[src/rtl/mem_arbiter.sv]
// Two-requester arbiter sharing one memory port between instruction fetch and data access.
// Data is preferred, but the two sides alternate when both are waiting.
module mem_arbiter #(
  parameter int ADDR_WIDTH = 16,
  parameter int DATA_WIDTH = 128
) (
  input  logic                  clk,
  input  logic                  rst,
  input  logic                  i_read,
  input  logic [ADDR_WIDTH-1:0] i_address,
  output logic                  i_resp,
  output logic [DATA_WIDTH-1:0] i_rdata,
  input  logic                  d_read,
  input  logic                  d_write,
  input  logic [ADDR_WIDTH-1:0] d_address,
  input  logic [DATA_WIDTH-1:0] d_wdata,
  output logic                  d_resp,
  output logic [DATA_WIDTH-1:0] d_rdata,
  output logic                  pmem_read,
  output logic                  pmem_write,
  output logic [ADDR_WIDTH-1:0] pmem_address,
  output logic [DATA_WIDTH-1:0] pmem_wdata,
  input  logic                  pmem_resp,
  input  logic [DATA_WIDTH-1:0] pmem_rdata
);

  typedef enum logic [1:0] {
    IDLE   = 2'd0,
    I_BUSY = 2'd1,
    D_BUSY = 2'd2,
    TURN   = 2'd3
  } state_t;

  state_t                state;
  logic                  last_grant;
  logic [ADDR_WIDTH-1:0] lat_addr;
  logic [DATA_WIDTH-1:0] lat_wdata;
  logic                  lat_write;

  logic d_req;
  logic grant_d;
  logic busy;

  assign d_req   = d_read | d_write;
  // Data wins unless the instruction side is also waiting and data had the last turn.
  assign grant_d = d_req & (~i_read | ~last_grant);
  assign busy    = (state == I_BUSY) || (state == D_BUSY);

  always_ff @(posedge clk) begin
    if (rst) begin
      state      <= IDLE;
      last_grant <= 1'b0;
      lat_addr   <= '0;
      lat_wdata  <= '0;
      lat_write  <= 1'b0;
    end else begin
      case (state)
        IDLE: begin
          if (grant_d) begin
            state      <= D_BUSY;
            last_grant <= 1'b1;
            lat_addr   <= d_address;
            lat_wdata  <= d_wdata;
            lat_write  <= d_write;
          end else if (i_read) begin
            state      <= I_BUSY;
            last_grant <= 1'b0;
            lat_addr   <= i_address;
            lat_wdata  <= '0;
            lat_write  <= 1'b0;
          end
        end
        I_BUSY, D_BUSY: begin
          if (pmem_resp) state <= TURN;
        end
        // One dead cycle so the owner can drop its request before the next sample.
        TURN: state <= IDLE;
        default: state <= IDLE;
      endcase
    end
  end

  always_comb begin
    pmem_read    = 1'b0;
    pmem_write   = 1'b0;
    pmem_address = '0;
    pmem_wdata   = '0;
    i_resp       = 1'b0;
    d_resp       = 1'b0;
    i_rdata      = '0;
    d_rdata      = '0;
    if (busy) begin
      pmem_address = lat_addr;
      pmem_wdata   = lat_wdata;
    end
    if (state == I_BUSY) begin
      pmem_read = 1'b1;
      if (pmem_resp) begin
        i_resp  = 1'b1;
        i_rdata = pmem_rdata;
      end
    end
    if (state == D_BUSY) begin
      pmem_write = lat_write;
      pmem_read  = ~lat_write;
      if (pmem_resp) begin
        d_resp  = 1'b1;
        d_rdata = pmem_rdata;
      end
    end
  end

endmodule

[config.mk]
export PLATFORM = sky130hd
export DESIGN_NAME = mem_arbiter
export DESIGN_NICKNAME = d
export VERILOG_FILES = /design/src/rtl/mem_arbiter.sv
export SDC_FILE = /design/constraint.sdc
export NUM_CORES = 1
export LEC_CHECK = 0
export CAP_MARGIN = 25
export CORE_AREA = 2 2 272 274
export DETAILED_ROUTE_END_ITERATION = 8
export DIE_AREA = 0 0 274 276
export GPL_TIMING_DRIVEN = 0
export PLACE_DENSITY = 0.39
export REMOVE_ABC_BUFFERS = 1
export SYNTH_ARGS = -nofsm -noshare
export SYNTH_HDL_FRONTEND = slang
export SYNTH_SLANG_ARGS = --single-unit
[constraint.sdc]
create_clock -name clk -period 2.7 [get_ports clk]
set_input_delay 0.27 -clock clk [delete_from_list [all_inputs] [get_ports clk]]
set_output_delay 0.27 -clock clk [all_outputs]
set_load 0.01 [all_outputs]
==> results_dict.tcl, run 1 <==
set metrics [dict create \
    numClockSinks 148 \
    outcome "completed" \
    drive_above_1_share_pct 5.10 \
    cp_max_fo 15 \
    ys_top_cells_by_count "and3_1 (256), dfxtp_1 (148), and2_1 (147)" \
    r2r_slack_ns 0.52 \
    cts_hold_buf 0 \
    vias_per_cell 4.03 \
    holdWs_ns 0.313 \
    fp.dieW_um 274 \
    chipHeight_um 276 \
    maxCapViolCount 0 \
    rows 99 \
    hold_end "lat_wdata[117]" \
    wl_met3_um 5260 \
    num_vias 10600 \
    synth_edf_count 0 \
    setup_viol 0 \
    seq_area_frac_synth_pct 36.2 \
    first_pass_iters 5 \
    r2r-end "lat_wdata[51]" \
    hold_viol_final 0 \
    worstHoldPathCells 2 \
    rsz0062_at_grt "false" \
    fin_crit_sh_pct 95.6 \
    min_from "rst" \
    cts_buffer_depth 2 \
    max_clock_freq_mhz 388 \
    pwr_density_cell_mw_per_mm2 752 \
    critical_path_class "flip-flop to output pin" \
    worstMarginPinSlew_ns 0.831 \
    grt_max_degree 150 \
    endpoint_kind "output pin" \
    portBuffers 697 \
    grt_pass1_vias 10700 \
    syn_inst 1035 \
    start_kind "flip-flop" \
    fin_nets 1953 \
    place_area_mm2 0.0164 \
    synth-main-ff-cell "dfxtp_1" \
    synth.distinct_cells 24 \
    skew_ns 0.00628 \
    required_ns 2.43 \
    synth.top_cell.area_share_pct 36.2 \
    wl_met1_um 22500 \
    top_layer_used "met5" \
    ant_nets 0 \
    route.detailed.drc 0 \
    hp-class "input port to flip-flop" \
    finalMaxSlewViolations 0 \
    dp_hpwl_um 47900 \
    ys_top_cells_by_area "dfxtp_1 (36%), and3_1 (20%), a32oi_1 (14%)" \
    layout_min_cycle_time_ns 2.58 \
    leakagePower_nw 7.69 \
    cts_tree "done" \
    die-area_mm2 0.0756 \
    grt_usage_pct 15.8 \
    numCtsBuffers 17 \
    critical_path_arrival_ns 2.31 \
    drt_iter0_drc 415 \
    synth.most_common_cell "and3_1" \
    gr-total-overflow 0 \
    gp_congestion 0.821 \
    antenna_found_initial 34 \
    post_drt_wl_per_cell_um 23.7 \
    r2r_start "state[1]" \
    synth_area_mm2 0.00818 \
    finalWirelength_um 62400 \
    ios 698 \
    wl_met2_um 33100 \
    avgSynthCellArea_um2 7.90 \
    finalSetupTns_ns 0 \
    synth_seq_cells 148 \
    final_area_mm2 0.0174 \
    rr_worst_depth 9 \
    core_mm2 0.0726 \
    yosys.area.top_type "dfxtp_1" \
    clock_latency_ns 0.45 \
    root_buffer "clkbuf_16" \
    yosysWarnings 0 \
    syn_to_final_growth_pct 113 \
    relSlewSlack_pct 44.3 \
    grt_pass1_wl_um 85200 \
    peakVddDrop_uv 382 \
    path_clk_slew_ns 0.07 \
    synthArstFlopShare_pct 0 \
    start_util_pct 11.3 \
    cts_max_level 4 \
]
## routing by layer
metal | track usage, % | up-vias
met5 | 0 | -
met2 | 29.8 | 462
met4 | 4.60 | 8
met3 | 5.39 | 89
met1 | 16.2 | 5067
li1 | - | 4972
## repair_timing
| action | CTS | global route |
|---|---|---|
| buffers inserted | 9 | 3 |
| gates cloned | 6 | 1 |
| setup endpoints to repair | 314 | 89 |
| pin swaps | 3 | 0 |
| hold endpoints to repair | 0 | 0 |
| gates resized for setup | 32 | 32 |
## metrics by stage
stage          worst slack [ns]  std cells  utilization [%]  power [mW]
3_5_place_dp            -0.0938       2576             22.5        9.84
3_3_place_gp             -15.06       2553             21.8        7.18
2_1_floorplan             -3.86        897                -        6.38
6_report                  0.120       2632             24.0        13.1
5_1_grt                 0.00213       2630             24.0        14.0
4_1_cts                 0.00348       2622             23.8        13.3
## cells in the final DEF (no fill, tap or decap), types with 6 or more instances in the layout
cell type        count
a311oi_1            16
a32oi_1            129
and2_1             146
and3_1             256
buf_12               6
buf_16              14
buf_4                7
buf_8                8
clkbuf_16           18
clkdlybuf4s50_1    640
dfxtp_1            146
diode_2              6
dlygate4sd2_1       24
dlymetal6s2s_1      31
nand2_1             33
nor2_1             146
## flip-flops by register name, indices dropped and copies added (netlist names)
| register | count |
|---|---|
| last_grant | 1 |
| lat_addr | 16 |
| lat_wdata | 128 |
| lat_write | 1 |
| state | 2 |
## power by group
part	total, mW	switching, mW	leakage (nW)	internal [mW]
Sequential	3.07	0.284	1.22	2.78
Combinational	7.38	3.73	6.17	3.65
Clock	2.64	1.07	0.299	1.57
Total	13.1	5.08	7.69	8.00
## kinds of logic (layout without fill, tap and decap cells)
kind of cell | after synthesis | count (layout) | share of synthesized area (%)
compound gates | 155 | 155 | 16.6
fa+ha+maj | 4 | 4 | 0.612
buf+inv | 141 | 773 | 6.93
flops | 148 | 148 | 36.2
mux | 2 | 2 | 0.245
other cells | 0 | 6 | 0
simple gates | 585 | 585 | 39.3
## area by class of cell
class	count	area, µm²
sequential	148	2970
fill	7954	55200
timing repair buffer	739	7880
multi-input combinational	746	4710
tap	959	1200
inverter	3	11.3
antenna	6	15.0
clock inverter	12	180
clock buffer	19	443
## worst max-delay path by stage
stage,endpoint,cells past startpoint,from,slack [ns]
2_1_floorplan,lat_wdata[0],5,state[0],-3.86
3_3_place_gp,lat_wdata[99],5,state[0],-15.06
3_5_place_dp,pmem_wdata[25],6,state[0],-0.09
4_1_cts,pmem_wdata[84],7,state[1],0.003
5_1_grt,pmem_wdata[50],7,state[0],0.002
6_report,pmem_wdata[33],7,state[1],0.12
## worst max-delay path, stage by stage, from the launching register on
cell and delay [ns]:
dfxtp_2 0.37, inv_2 0.08, ha_4 0.29, buf_12 0.11, buf_16 0.15, buf_16 0.15, and2_1 0.13, clkdlybuf4s50_1 0.54
Note: power is estimated with default switching activity, not from simulation.
==> run 2: changes to the inputs <==
Settings changed: CTS_CLUSTER_DIAMETER set to 40.
==> results of run 2 <==
Final layout, timing and power as in run 1 (identical DEF).
==> run 3: changes to the inputs <==
Settings changed: ABC_AREA set to 1, CORE_AREA 2 2 272 274 to 2 2 270 272, DIE_AREA 0 0 274 276 to 0 0 272 274, PLACE_DENSITY 0.39 to 0.41.
==> results_dict.tcl, run 3 <==
set metrics [dict create \
    dpl.cell_count 3328 \
    path_clk_slew_ns 0.07 \
    synth_top_family_by_area "simple AND/OR/NAND/NOR gates" \
    drive_above_1_share_pct 3.72 \
    synth-main-ff-cell "dfxtp_1" \
    grt_pass1_vias 12100 \
    place_area_mm2 0.0175 \
    vias_per_cell 3.73 \
    numCtsBuffers 17 \
    hp-class "input port to flip-flop" \
    num_vias 12600 \
    synthArstFlopShare_pct 0 \
    maxCapViolCount 0 \
    synth_seq_cells 148 \
    clkPwrFrac_pct 19.3 \
    layout_min_cycle_time_ns 2.57 \
    die-area_mm2 0.0745 \
    root_buffer "clkbuf_16" \
    grt_pass1_wl_um 88800 \
    ant_nets 0 \
    regMostFlops "lat_wdata" \
    yosysWarnings 0 \
    max_clock_freq_mhz 389 \
    grt_max_degree 77 \
    total_power_mw 12.5 \
    synth_compound_gate_area_share_pct 7.27 \
    yosys.area.top_type "dfxtp_1" \
    pwr_density_cell_mw_per_mm2 679 \
    portBuffers 697 \
    power.switching_mw 5.36 \
    layout_commonest_cell "clkdlybuf4s50_1" \
    synth_xor_area_share_pct 0 \
    gp_congestion 0.946 \
    peakVddDrop_uv 425 \
    leakagePower_nw 9.23 \
    final_area_mm2 0.0184 \
    rsz0062_at_grt "false" \
    finalMaxSlewViolations 0 \
    synth.distinct_cells 16 \
    fp.dieW_um 272 \
    cp_max_fo 35 \
    seq_area_frac_synth_pct 31.9 \
    route.detailed.drc 0 \
    outcome "completed" \
    cts_tree "done" \
    post_drt_wl_per_cell_um 19.3 \
    finalWirelength_um 65100 \
    fin_ws_ns 0.130 \
    first_pass_iters 5 \
    synth.top_cell.area_share_pct 31.9 \
    antenna_found_initial 41 \
    ys_top_cells_by_area "dfxtp_1 (32%), nand2_1 (20%), inv_1 (18%)" \
    finalSetupTns_ns 0 \
    avgSynthCellArea_um2 5.27 \
    worstMarginPinSlew_ns 0.715 \
    synth_fa_ha_area_share_pct 0.539 \
    cts_max_level 4 \
    cts_hold_buf 0 \
    endpoint_kind "output pin" \
    min_from "rst" \
    p_int_mw 7.14 \
    critical_path_arrival_ns 2.30 \
    synth_edf_count 0 \
    critical_path_class "flip-flop to output pin" \
    synthMuxAreaShare_pct 0 \
    worstSetupStartpoint "state[0]" \
    ys_top_cells_by_count "nand2_1 (484), inv_1 (443), nor2_1 (439)" \
    grt_usage_pct 16.6 \
    clock_latency_ns 0.46 \
    p_seq_share_pct 23.8 \
    largest_register_ffs 128 \
    syn_inst 1763 \
    hold_viol_final 0 \
    cts_buffer_depth 2 \
    pre_cts_ws_ns -0.385 \
    top_regs "lat_wdata: 128 flops, lat_addr: 16 flops, state: 2 flops" \
    syn_to_final_growth_pct 98.2 \
    required_ns 2.43 \
    rows 99 \
    relSlewSlack_pct 52.2 \
    drt_iter0_drc 541 \
    yosys.area_share.simple_pct 37.5 \
    synth_area_mm2 0.00929 \
    fin_crit_sh_pct 95.2 \
    setup_viol 0 \
    fin_nets 2703 \
    final_cells 3380 \
    numClockSinks 148 \
    core_mm2 0.0720 \
    start_kind "flip-flop" \
    skew_ns 0.0110 \
    start_util_pct 12.9 \
    r2r_start "state[1]" \
    dp_hpwl_um 51700 \
    p_sw_share_pct 42.9 \
    comb_power_share_pct 57.0 \
    final_cell_mix "clkdlybuf4s50_1 (668), nand2_1 (481), inv_1 (441)" \
    synth.most_common_cell "nand2_1" \
    chipHeight_um 274 \
    ios 698 \
    gr-total-overflow 0 \
]
==> run 3: path summary, 6_finish.rpt <==
path	endpoint	slack, ns	cells after the start
worst max-delay path	d_rdata[118]	0.13	6
worst min-delay path	lat_wdata[19]	0.25	2
worst max register to register	lat_wdata[104]	0.42	9
worst min register to register	lat_wdata[73]	0.47	2
==> run 3: kinds of logic after synthesis <==
kind of cell,count (synthesis)
DFF,148
AOI/OAI and AO/OA,132
buffers and inverters,552
and+or+nand+nor,927
adders and majority gates,4
==> run 3: final cells by class <==
type,count,area [µm²]
Timing Repair Buffer,727,7650
Inverter,444,1670
Antenna cell,4,10.0
Clock inverter,13,126
Tap cell,959,1200
Clock buffer,18,439
Sequential cell,148,2970
Fill cell,8118,53600
Multi-Input combinational cell,1067,4360
==> run 3: power by group through the flow <==
stage | Clock, mW | Combinational (mW) | Sequential [mW]
after global placement | 0 | 4.68 | 2.76
after detailed placement | 0 | 6.66 | 3.01
after CTS | 2.54 | 7.21 | 2.97
after floorplan | 0 | 3.34 | 2.97
final | 2.41 | 7.12 | 2.97
after global routing | 2.60 | 7.80 | 3.04
==> run 3: repair_timing <==
item | in CTS | in global routing
cloned | 10 | 1
resized for setup | 60 | 4
pin swaps | 3 | 0
setup buffers | 6 | 0
setup endpoints to repair | 287 | 7
==> run 3: routing by layer <==
metal	up-vias	track usage (%)	wire [µm]
met2	501	33.5	35700
met1	5781	16.3	22700
li1	6194	-	-
met3	125	4.08	4200
met4	4	5.73	2370
met5	-	0	23
==> run 3: metrics by stage <==
step                      util, %  hold WS (ns)
after floorplan                 -         0.339
after global placement       23.6         0.452
after detailed placement     24.3         0.456
after CTS                    25.5         0.222
after global routing         25.6         0.253
final                        25.6         0.247
==> run 3: worst max-delay path: stages, from the launching register on <==
cell and delay [ns]:
dfxtp_2 0.34, inv_2 0.13, ha_4 0.19, nand2_8 0.14, bufbuf_16 0.37, nor2_1 0.11, clkdlybuf4s50_1 0.56
